<file path="config.mk">
export PLATFORM = sky130hd
export DESIGN_NAME = hazard_ctrl
export DESIGN_NICKNAME = d
export VERILOG_FILES = /design/src/rtl/hazard_ctrl_pkg.sv /design/src/rtl/hazard_perf_cnt.sv /design/src/rtl/hazard_ctrl.sv
export SDC_FILE = /design/constraint.sdc
export NUM_CORES = 1
export LEC_CHECK = 0
export CELL_PAD_IN_SITES_DETAIL_PLACEMENT = 1
export CELL_PAD_IN_SITES_GLOBAL_PLACEMENT = 2
export CORE_ASPECT_RATIO = 0.75
export CORE_MARGIN = 1.5
export CORE_UTILIZATION = 19
export DETAILED_ROUTE_END_ITERATION = 10
export PLACE_DENSITY_LB_ADDON = 0.1
export REMOVE_ABC_BUFFERS = 1
export SLEW_MARGIN = 20
export SYNTH_ARGS = -nofsm -noshare
export SYNTH_HDL_FRONTEND = slang
export SYNTH_HIERARCHICAL = 1
export SYNTH_SLANG_ARGS = --single-unit
</file>
<file path="constraint.sdc">
create_clock -name clk -period 3.3 [get_ports clk]
set_clock_uncertainty 0.05 [all_clocks]
set_input_delay 0.825 -clock clk [delete_from_list [all_inputs] [get_ports clk]]
set_output_delay 0.825 -clock clk [all_outputs]
set_load 0.1 [all_outputs]
</file>
<file path="src/rtl/hazard_ctrl_pkg.sv">
// Shared definitions for the pipeline hazard controller: opcode constants, FSM state
// encoding, control-bundle type and the common config macros.
`ifndef HAZARD_CTRL_DEFS_SVH
`define HAZARD_CTRL_DEFS_SVH
`define XREG_ADDRWIDTH 5
`define TURE 1'b1
`define FALSE 1'b0
`define RST_ENABLE 1'b1
`endif

package hazard_ctrl_pkg;

  localparam logic [6:0] OPC_LOAD   = 7'b0000011;
  localparam logic [6:0] OPC_JAL    = 7'b1101111;
  localparam logic [6:0] OPC_JALR   = 7'b1100111;
  localparam logic [6:0] OPC_BRANCH = 7'b1100011;

  typedef enum logic [1:0] {
    ST_RUN    = 2'd0,
    ST_LSTALL = 2'd1,
    ST_FLUSH  = 2'd2,
    ST_RSVD   = 2'd3
  } hz_state_e;

  typedef struct packed {
    logic pc_stall;
    logic if_id_stall;
    logic if_id_flush;
    logic load_hazerd;
    logic flush_flag;
  } hz_ctrl_t;

  localparam hz_ctrl_t CTRL_NONE  = '{default: `FALSE};
  localparam hz_ctrl_t CTRL_STALL = '{pc_stall: `TURE, if_id_stall: `TURE, if_id_flush: `FALSE,
                                      load_hazerd: `TURE, flush_flag: `FALSE};
  // The redirect target must fetch, so a flush never holds the PC or IF/ID.
  localparam hz_ctrl_t CTRL_FLUSH = '{pc_stall: `FALSE, if_id_stall: `FALSE, if_id_flush: `TURE,
                                      load_hazerd: `FALSE, flush_flag: `TURE};

  function automatic logic is_ctrl_xfer(input logic [6:0] opcode);
    return (opcode == OPC_JAL) || (opcode == OPC_JALR) || (opcode == OPC_BRANCH);
  endfunction

endpackage

</file>
<file path="src/rtl/hazard_perf_cnt.sv">
// Free-running event counter: +1 per cycle with inc high, wraps modulo 2^W.
module hazard_perf_cnt #(
  parameter int W = 32
) (
  input  logic         clk,
  input  logic         rst,
  input  logic         inc,
  output logic [W-1:0] count
);

  always_ff @(posedge clk or posedge rst) begin
    if (rst == `RST_ENABLE) begin
      count <= '0;
    end else if (inc) begin
      count <= count + W'(1);
    end
  end

endmodule

</file>
<file path="src/rtl/hazard_ctrl.sv">
// Pipeline hazard controller: load-use stalls and taken-redirect flushes, sequenced by a
// RUN/LSTALL/FLUSH FSM with a down-counter. Define HAZARD_PERF_EN for stall/flush counters.
module hazard_ctrl
  import hazard_ctrl_pkg::*;
#(
  parameter int LOAD_LAT     = 1,
  parameter int FLUSH_CYCLES = 1,
  parameter int PERF_W       = 32
) (
  input  logic                       clk,
  input  logic                       rst,
  input  logic [`XREG_ADDRWIDTH-1:0] id_rs1_addr,
  input  logic [`XREG_ADDRWIDTH-1:0] id_rs2_addr,
  input  logic                       id_rs1_used,
  input  logic                       id_rs2_used,
  input  logic [6:0]                 ex_opcode,
  input  logic                       ex_rd_en,
  input  logic [`XREG_ADDRWIDTH-1:0] ex_rd_addr,
  input  logic                       ex_redirect,
  output logic                       pc_stall,
  output logic                       if_id_stall,
  output logic                       if_id_flush,
  output logic                       load_hazerd,
  output logic                       flush_flag,
  output logic [1:0]                 state_o
`ifdef HAZARD_PERF_EN
  ,
  output logic [PERF_W-1:0]          stall_cnt,
  output logic [PERF_W-1:0]          flush_cnt
`endif
);

  if (LOAD_LAT < 1 || LOAD_LAT > 15 || FLUSH_CYCLES < 1 || FLUSH_CYCLES > 15 || PERF_W < 1)
  begin : g_cfg_err
    $error("hazard_ctrl: LOAD_LAT/FLUSH_CYCLES must be 1..15 and PERF_W >= 1");
  end

  localparam logic [3:0] LSTALL_RELOAD = 4'(LOAD_LAT - 1);
  localparam logic [3:0] FLUSH_RELOAD  = 4'(FLUSH_CYCLES - 1);

  hz_state_e  state_q, state_d;
  logic [3:0] cnt_q, cnt_d;
  hz_ctrl_t   ctrl;
  logic       luse;

  assign luse = (ex_opcode == OPC_LOAD) && ex_rd_en && (ex_rd_addr != '0) &&
                ((id_rs1_used && (id_rs1_addr == ex_rd_addr)) ||
                 (id_rs2_used && (id_rs2_addr == ex_rd_addr)));

  // NOTE: every signal driven here gets a default first, so no path can infer a latch.
  always_comb begin
    state_d = ST_RUN;
    cnt_d   = '0;
    ctrl    = CTRL_NONE;

    if (ex_redirect) begin
      // A redirect wins in every state; any pending stall is dropped.
      ctrl = CTRL_FLUSH;
      if (FLUSH_CYCLES > 1) begin
        state_d = ST_FLUSH;
        cnt_d   = FLUSH_RELOAD;
      end
    end else begin
      unique case (state_q)
        ST_LSTALL: begin
          // The load has already left EX, so the hold no longer depends on luse.
          ctrl = CTRL_STALL;
          if (cnt_q > 4'd1) begin
            state_d = ST_LSTALL;
            cnt_d   = cnt_q - 4'd1;
          end
        end
        ST_FLUSH: begin
          ctrl = CTRL_FLUSH;
          if (cnt_q > 4'd1) begin
            state_d = ST_FLUSH;
            cnt_d   = cnt_q - 4'd1;
          end
        end
        ST_RUN: begin
          if (luse) begin
            ctrl = CTRL_STALL;
            if (LOAD_LAT > 1) begin
              state_d = ST_LSTALL;
              cnt_d   = LSTALL_RELOAD;
            end
          end
        end
        default: begin
          // Unreachable encoding: behave as RUN for one cycle, then recover to RUN.
          if (luse) begin
            ctrl = CTRL_STALL;
          end
        end
      endcase
    end
  end

  // NOTE: sequential state uses non-blocking assignments so all flops update together.
  always_ff @(posedge clk or posedge rst) begin
    if (rst == `RST_ENABLE) begin
      state_q <= ST_RUN;
      cnt_q   <= '0;
    end else begin
      state_q <= state_d;
      cnt_q   <= cnt_d;
    end
  end

  // NOTE: outputs are gated by rst directly so they drop the instant reset asserts.
  assign pc_stall    = rst ? `FALSE : ctrl.pc_stall;
  assign if_id_stall = rst ? `FALSE : ctrl.if_id_stall;
  assign if_id_flush = rst ? `FALSE : ctrl.if_id_flush;
  assign load_hazerd = rst ? `FALSE : ctrl.load_hazerd;
  assign flush_flag  = rst ? `FALSE : ctrl.flush_flag;
  assign state_o     = state_q;

`ifdef HAZARD_PERF_EN
  hazard_perf_cnt #(.W(PERF_W)) u_stall_cnt (
    .clk   (clk),
    .rst   (rst),
    .inc   (load_hazerd),
    .count (stall_cnt)
  );

  hazard_perf_cnt #(.W(PERF_W)) u_flush_cnt (
    .clk   (clk),
    .rst   (rst),
    .inc   (flush_flag),
    .count (flush_cnt)
  );
`endif

endmodule

</file>
==> impl_metrics.toml <==
[cts]
clk_latency_ps = 240
ctsLongestPathBuffers = 2
htreeDepth = 1
clkTransAtPathRegs_ps = 50
cts_hold_buf = 0
cts.sinks = 6
cts_root_buffer = "clkbuf_4"
numCtsBuffers = 3
tritoncts = "built"
cts_setup_buffers = 0

[synthesis]
synth_edf_count = 0
ys_warn_count = 6
synthDominantCellAreaShare_pct = 30.1
synth_flop_cell = "dfrtp_1"
syn_avg_cell_area_um2 = 9.08
ys_async_sr_fraction_pct = 100
synth_cell_types = 20
ys_ff_latch = 6
syn_inst = 55
netlist_top_cells_area = "dfrtp_1, xor2_1, ha_1"
synth_common_cells = "nor2_1, xor2_1, dfrtp_1, inv_1"
synth_top_area_cell = "dfrtp_1"
synthesis.area_um2 = 499
synth.most_common_cell = "nor2_1"
yosysSeqAreaShare_pct = 30.1

[drt]
wl_per_cell_um = 11.1
ant_nets = 0
dr.pass1.iters = 2
drt_iter0_markers = 7
vias = 513
wl_um = 1420
drc_errors = 0
vias_per_cell = 4.01

[setup_path]
critical_path_class = "in -> out"
start_kind = "input port"
critPathMaxFanout = 3
critPathRequiredTime_ps = 2420
end_kind = "output pin"
cp.arrival_ps = 2370

[global_route]
grt_pass1_vias = 544
grt_pass1_wl_um = 2250
grt.overflow.total = 0
grt_max_degree = 7
grt_usage_pct = 10.6
antenna_found_initial = 0

[timing]
grt_setup_unrepaired = "false"
relSlewSlack_pct = 75.2
hold_viol_final = 0
tightestPinTransition_ps = 371
fin_hold_ws_ps = 444
min_period_over_period_pct = 98.5
slew_viol_final = 0
setup_viol = 0
fmaxAchievable_mhz = 308
fin_crit_ps = 3250

[power_and_ir_drop]
p_sw_mw = 0.0567
p_per_area_mw_per_mm2 = 218
power_frac_comb_pct = 34.3
p_sw_share_pct = 26.4
intPower_mw = 0.159
p_clk_share_pct = 31.4
irDropWorstVdd_mv = 0.0935
power_mw = 0.215
seqPwrFrac_pct = 34.3
p_leak_nw = 0.446

[layout]
num_antenna_cells = 0
nets = 128
area_growth_syn_to_layout_pct = 98.2
n_fill_cell = 298
drive_gt1_share_pct = 19.1

[status]
status = "finished, final reports clean"

[floorplanning]
die_w_um = 62.2
die-area_mm2 = 0.00295
die_h_um = 47.4
initial_utilization_pct = 20.9
placement_rows = 15
io_pins = 35
core-area_mm2 = 0.00238

[placement]
gp_congestion = 0.779
port_buffers = 34
hpwl_um = 1300

[run]
maxCapViolations = 0

[worst_hold_path]
hold_class = "reg -> reg"
metrics by stage:
stage	cells	worst slack [ps]	cell area, um^2	TNS, ps	util [%]
global placement	125	-18.8	942	-56.1	39.5
finish	128	51.1	990	0	41.5
detailed placement	125	-63.4	942	-189	39.5
floorplan	52	-5570	477	-19350	-
global route	128	0.234	990	0	41.5
CTS	128	22.8	961	0	40.3
per-layer routing:
| layer | vias up | global-route usage [%] | part of all wire [%] | routed length [um] |
|---|---|---|---|---|
| met3 | 2 | 6.00 | 6.3 | 89 |
| met5 | - | 0 | 0 | 0 |
| met4 | 0 | 2.67 | 1.2 | 17 |
| li1 | 259 | - | - | - |
| met2 | 18 | 17.8 | 48 | 682 |
| met1 | 234 | 12.1 | 45 | 634 |
flip-flops by register name (all words and copies together), names as in the netlist:
name,cells
cnt_q,4
state_o,2
layout make-up:
cell class / count / area (um^2) / area share, %
timing repair buffer: 39 / 427 / 43.1
multi-input combinational: 40 / 325 / 32.9
sequential: 6 / 150 / 15.2
tap: 34 / 42.5 / 4.30
clock buffer: 3 / 22.5 / 2.28
inverter: 6 / 22.5 / 2.28
path summary, 6_finish.rpt:
path                                 from           to  slack (ps)  cells after the start
min in group asynchronous             rst   state_o[1]         660                      3
max in group asynchronous             rst     cnt_q[3]        2340                      3
min reg2reg                      cnt_q[0]     cnt_q[0]         440                      1
max                        id_rs2_addr[1]  load_hazerd          50                      8
max reg2reg                      cnt_q[0]   state_o[1]        1790                      6
min                              cnt_q[0]     cnt_q[0]         440                      1
kinds of logic (layout without fill, tap and decap cells):
family / after synthesis / count (layout) / share of synthesized area [%]
AO/OA/AOI/OAI: 3 / 3 / 4.01
XOR/XNOR: 12 / 12 / 21.1
adder cells (fa/ha/maj): 4 / 4 / 10.0
buffers and inverters: 9 / 48 / 9.02
flip-flops: 6 / 6 / 30.1
AND/OR/NAND/NOR: 21 / 21 / 25.8
cell usage in the layout (no fill, tap or decap), types with 2 or more instances in the layout:
master / Yosys / final
buf_12: 0 / 5
buf_4: 3 / 7
clkbuf_4: 0 / 3
clkdlybuf4s50_1: 0 / 21
dfrtp_1: 6 / 6
dlygate4sd2_1: 0 / 3
dlymetal6s2s_1: 0 / 3
ha_1: 4 / 4
inv_1: 6 / 6
nor2_1: 10 / 10
nor3_1: 2 / 2
xnor2_1: 4 / 4
xor2_1: 8 / 8
timing repair:
action / in CTS / in global routing
endpoints found under the hold margin: 0 / 0
setup endpoints to repair: 3 / 3
pin swaps: 1 / 3
resized for setup: 3 / 6
worst max-delay path, cell delays in order:
cell,delay [ps]
clkdlybuf4s50_1,410
xor2_1,150
nor4_1,240
and3_1,180
a31oi_1,40
o32ai_1,120
buf_4,210
buf_12,180
power groups by stage:
| stage | Combinational, mW | Clock [mW] | Sequential (mW) |
|---|---|---|---|
| after global routing | 0.0783 | 0.0780 | 0.0736 |
| after CTS | 0.0731 | 0.0707 | 0.0738 |
| after global placement | 0.0739 | 0 | 0.0749 |
| after detailed placement | 0.0743 | 0 | 0.0749 |
| after floorplan | 0.0257 | 0 | 0.0749 |
| final | 0.0738 | 0.0677 | 0.0738 |
Note: power is estimated with default switching activity, not from simulation.
